===== src/rtl/key_event_queue.sv =====
// Key event FIFO: enqueues one-hot key pulses as 2-bit codes and hands them
// to a consumer, flagging drops while full and rejecting multi-hot inputs.
module key_event_queue #(
  parameter int DEPTH = 4
) (
  input  logic                       clk,
  input  logic                       rst,
  input  logic [3:0]                 key_val,
  input  logic                       clr,
  input  logic                       evt_ready,
  output logic                       evt_valid,
  output logic [1:0]                 evt_code,
  output logic [$clog2(DEPTH):0]     evt_count,
  output logic                       overflow,
  output logic                       bad_evt
);

  localparam int AW = $clog2(DEPTH);
  localparam int CW = AW + 1;
  localparam logic [CW-1:0] FULL_COUNT = CW'(DEPTH);

  logic [1:0]    mem [DEPTH];
  logic [AW-1:0] rd_ptr;
  logic [AW-1:0] wr_ptr;
  logic [CW-1:0] count;
  logic          overflow_q;
  logic          bad_q;

  logic          key_any;
  logic          key_onehot;
  logic          key_multi;
  logic          full;
  logic          push;
  logic          pop;
  logic          drop;
  logic [1:0]    key_code;

  always_comb begin
    key_code = 2'd0;
    case (key_val)
      4'b0001: key_code = 2'd0;
      4'b0010: key_code = 2'd1;
      4'b0100: key_code = 2'd2;
      4'b1000: key_code = 2'd3;
      default: key_code = 2'd0;
    endcase
  end

  // Handshake: a transfer happens on the rising edge where evt_valid and
  // evt_ready are both 1; evt_code holds the head entry until then.
  assign key_any    = |key_val;
  assign key_onehot = key_any && ((key_val & (key_val - 4'd1)) == 4'd0);
  assign key_multi  = key_any && !key_onehot;
  assign full       = (count == FULL_COUNT);
  assign pop        = (count != '0) && evt_ready && !clr;
  // A pop in the same cycle frees the slot the new event lands in.
  assign push       = key_onehot && !clr && (!full || pop);
  assign drop       = key_onehot && !clr && full && !pop;

  always_ff @(posedge clk) begin
    if (rst) begin
      rd_ptr     <= '0;
      wr_ptr     <= '0;
      count      <= '0;
      overflow_q <= 1'b0;
      bad_q      <= 1'b0;
    end else if (clr) begin
      rd_ptr     <= '0;
      wr_ptr     <= '0;
      count      <= '0;
      overflow_q <= 1'b0;
      bad_q      <= 1'b0;
    end else begin
      if (push) begin
        wr_ptr <= wr_ptr + AW'(1);
      end
      if (pop) begin
        rd_ptr <= rd_ptr + AW'(1);
      end
      case ({push, pop})
        2'b10:   count <= count + CW'(1);
        2'b01:   count <= count - CW'(1);
        default: count <= count;
      endcase
      if (drop) begin
        overflow_q <= 1'b1;
      end
      bad_q <= key_multi;
    end
  end

  // Storage is not reset; the output mux masks stale data when empty.
  always_ff @(posedge clk) begin
    if (!rst && push) begin
      mem[wr_ptr] <= key_code;
    end
  end

  assign evt_valid = (count != '0);
  assign evt_code  = evt_valid ? mem[rd_ptr] : 2'd0;
  assign evt_count = count;
  assign overflow  = overflow_q;
  assign bad_evt   = bad_q;

endmodule


===== config.mk =====
export PLATFORM = sky130hd
export DESIGN_NAME = key_event_queue
export DESIGN_NICKNAME = d
export VERILOG_FILES = /design/src/rtl/key_event_queue.sv
export SDC_FILE = /design/constraint.sdc
export NUM_CORES = 1
export LEC_CHECK = 0
export ABC_CLOCK_PERIOD_IN_PS = 6400
export BUFFER_PORTS_ARGS = -buffer_cell sky130_fd_sc_hd__buf_2
export CAP_MARGIN = 20
export CORE_MARGIN = 4
export CORE_UTILIZATION = 55
export DETAILED_ROUTE_END_ITERATION = 8
export PLACE_DENSITY = 0.86
export SYNTH_ARGS = -nofsm -noshare
export SYNTH_HDL_FRONTEND = slang
export SYNTH_SLANG_ARGS = --single-unit

===== constraint.sdc =====
create_clock -name clk -period 6.4 [get_ports clk]
set_clock_uncertainty 0.2 [all_clocks]
set_input_delay 0.96 -clock clk [delete_from_list [all_inputs] [get_ports clk]]
set_output_delay 0.96 -clock clk [all_outputs]
set_load 0.01 [all_outputs]

==> reports/results.ini <==
[outcome]
outcome = finished clean

[synthesis]
synth_top_area_share_pct = 25.40
syn_nets = 97
synth.distinct_cells = 28
syn-cell-area_um2 = 945.9
yosys_register_bits = 19
netlist_instances = 83
ys_seq_area_share_pct = 48.68
synth_area_leaders = edfxtp_1, dfxtp_1, ha_1
yosysWarnings = 0
synth.avg_cell_area_um2 = 11.40
yosys.area.top_type = edfxtp_1

[layout]
layout-drive-gt1-share_pct = 26.00
nNetsFinal = 115
final_util_pct = 67.50
fillers = 120
final_cell_mix = buf_2, dfxtp_1, nor2_1
syn_to_final_growth_pct = 11.24
layout_commonest_cell = buf_2
antennaDiodeCount = 0

[grt]
overflow = 0
antenna_found_initial = 0
grt_pass1_vias = 630
grt_pass1_wl_um = 2656
grt_start_max_net_pins = 11
grtUsageTotal_pct = 14.32

[clock_network]
cts-buffers-inserted = 3
cts-htree-levels = 1
cts_hold_buf = 0
ctsResizeCount = 0
numClockSinks = 19
cts_root_buf = clkbuf_4
clock_latency_ns = 0.29
cts_tree = yes
path_clk_slew_ns = 0.10
ctsLongestPathBuffers = 2
cts_setup_buffers = 0

[worst_setup_path]
crit_family = compound AO/OA/AOI/OAI gates
critPathBufInv = 2
crit_arrival_ns = 3.04
crit_path_start_kind = primary input
cp.required_ns = 6.43
cp_cell_sequence = buf_2, nor4b_1, a21oi_1, a211o_1, ha_1, inv_1, fa_1, xor2_1, or3_1, a21oi_1
crit_type = in -> reg
slowest_delay_ns = 0.38
regToRegEndpoint = evt_count[2]$_SDFFE_PP0P_
crit_path_top_delay_cell = fa_1
cp_common_cell = a21oi_1
r2r_start = evt_count[0]$_SDFFE_PP0P_
cp_max_fo = 7
endpoint_kind = flop
rrSetupSlack_ns = 3.81
ff2ff_path_depth = 8

[pwr]
power_switching_uw = 46.83
p_leak_uw = 0.0003949
internal-power_uw = 159.5
combPwrFrac_pct = 9.2
power_switching_share_pct = 22.70
power_density_mw_per_mm2 = 196.0
seqPwrFrac_pct = 62.1
clock_power_share_pct = 28.8
ir_drop_uv = 133.7

[worst_hold_path]
worstHoldEndpoint = overflow$_SDFFE_PP0P_
hold_start = overflow$_SDFFE_PP0P_
holdPathStages = 1
hold_class = reg -> reg

[sta]
slew_headroom_pct = 64.30
fin_crit_ns = 3.010
hold_viol_final = 0
slew_viol_final = 0
grt_setup_unrepaired = false
setup_viol = 0
worst_slew_pin_slew_ns = 0.5314
setup_ws_ns = 3.390
fin_crit_sh_pct = 47.04
setup_tns_ns = 0
max_clock_freq_mhz = 332.2

[floorplan]
rows = 14
die_x_um = 49.47
dieArea_mm2 = 0.002447
ios = 16
design.core.area_mm2 = 0.001559
die_h_um = 49.47
initial_core_util_pct = 60.67

[routing]
route.detailed.drc = 0
met2_length_um = 728
drt_iter0_drc = 11
wire_per_inst_um = 12.91
dr_wl_met3_um = 75
drt.antenna.violating_nets = 0
drt_wl_total_um = 1497
vias_per_cell = 5.543
met1_length_um = 656
drt_first_pass_iters = 4
top_layer = met4
vias = 643

[placed_design]
place_congestion = 0.7106
port_buffers = 15
hpwl_um = 1230
post-place-ws_ns = 3.094

[flow_run]
drv_cap = 0

[power groups by stage]
stage          Clock, uW  Sequential [uW]  Combinational [uW]
2_1_floorplan          0              131                11.8
3_3_place_gp           0              131                18.0
3_5_place_dp           0              131                18.9
4_1_cts             60.0              128                19.0
5_1_grt             67.1              128                20.9
6_report            59.3              128                18.9
[cell usage after synthesis (all sizes together)]
cell and n:
dfxtp 11, nor2 9, edfxtp 8, inv 7
ha 5, nor3b 5, a21oi 4, nand2 4
nor3 4, xnor2 4, mux2i 2, mux4 2
nor2b 2, nor4b 2, or3 2, xor2 2
a211o 1, buf 1, clkbuf 1, fa 1
maj3 1, nand2b 1, nand4 1, o21a 1
o21ai 1, or2 1
[cell families (layout without fill, tap and decap cells)]
| group | after synthesis | count (layout) | share of synthesized area [%] |
|---|---|---|---|
| mux | 4 | 4 | 6.878 |
| buf+inv | 9 | 26 | 4.365 |
| simple gates | 31 | 31 | 20.37 |
| fa+ha+maj | 7 | 7 | 9.788 |
| flops | 19 | 19 | 48.68 |
| xor+xnor | 6 | 6 | 5.556 |
| compound gates | 7 | 7 | 4.365 |
[worst max-delay path by stage]
stage,from,to,slack (ns),cells after the start
2_1_floorplan,key_val[3],evt_count[2]$_SDFFE_PP0P_,3.38,10
3_3_place_gp,key_val[3],evt_count[2]$_SDFFE_PP0P_,3.13,10
3_5_place_dp,key_val[3],evt_count[2]$_SDFFE_PP0P_,3.09,10
4_1_cts,key_val[0],evt_count[2]$_SDFFE_PP0P_,3.40,10
5_1_grt,key_val[2],evt_count[2]$_SDFFE_PP0P_,3.33,10
6_report,key_val[0],evt_count[2]$_SDFFE_PP0P_,3.39,10
[routing by layer]
metal  track usage (%)  vias up
met4             8.295        0
met3             3.012        5
li1                  -      319
met5                 0        -
met1             16.60      303
met2             24.33       16
[area by class of cell]
| type | instances | area, um^2 | share of cell area [%] |
|---|---|---|---|
| Clock buffer | 4 | 26.28 | 2.497 |
| Inverter | 7 | 26.28 | 2.497 |
| Multi-Input combinational cell | 55 | 444.2 | 42.21 |
| Sequential cell | 19 | 460.4 | 43.76 |
| Tap cell | 16 | 20.02 | 1.902 |
| Timing Repair Buffer | 15 | 75.07 | 7.134 |
[stage by stage]
stage                     hold slack (ns)  power [uW]  instance area (um^2)  cells
after floorplan                    0.2709       142.8                 945.9     83
after global placement             0.2502       148.9                  1026    112
after detailed placement           0.2518       149.8                  1026    112
after CTS                          0.2773       207.0                  1052    116
after global routing               0.3087       216.3                  1052    116
final                              0.2764       206.3                  1052    116
[worst register-to-register path, stage by stage (launching register included)]
cell and delay [ns]:
dfxtp_1 0.36, nor4b_1 0.33, a211o_1 0.36, ha_1 0.26
inv_1 0.06, fa_1 0.38, xor2_1 0.16, or3_1 0.30
a21oi_1 0.13
Power figures use the tool's default switching activity.
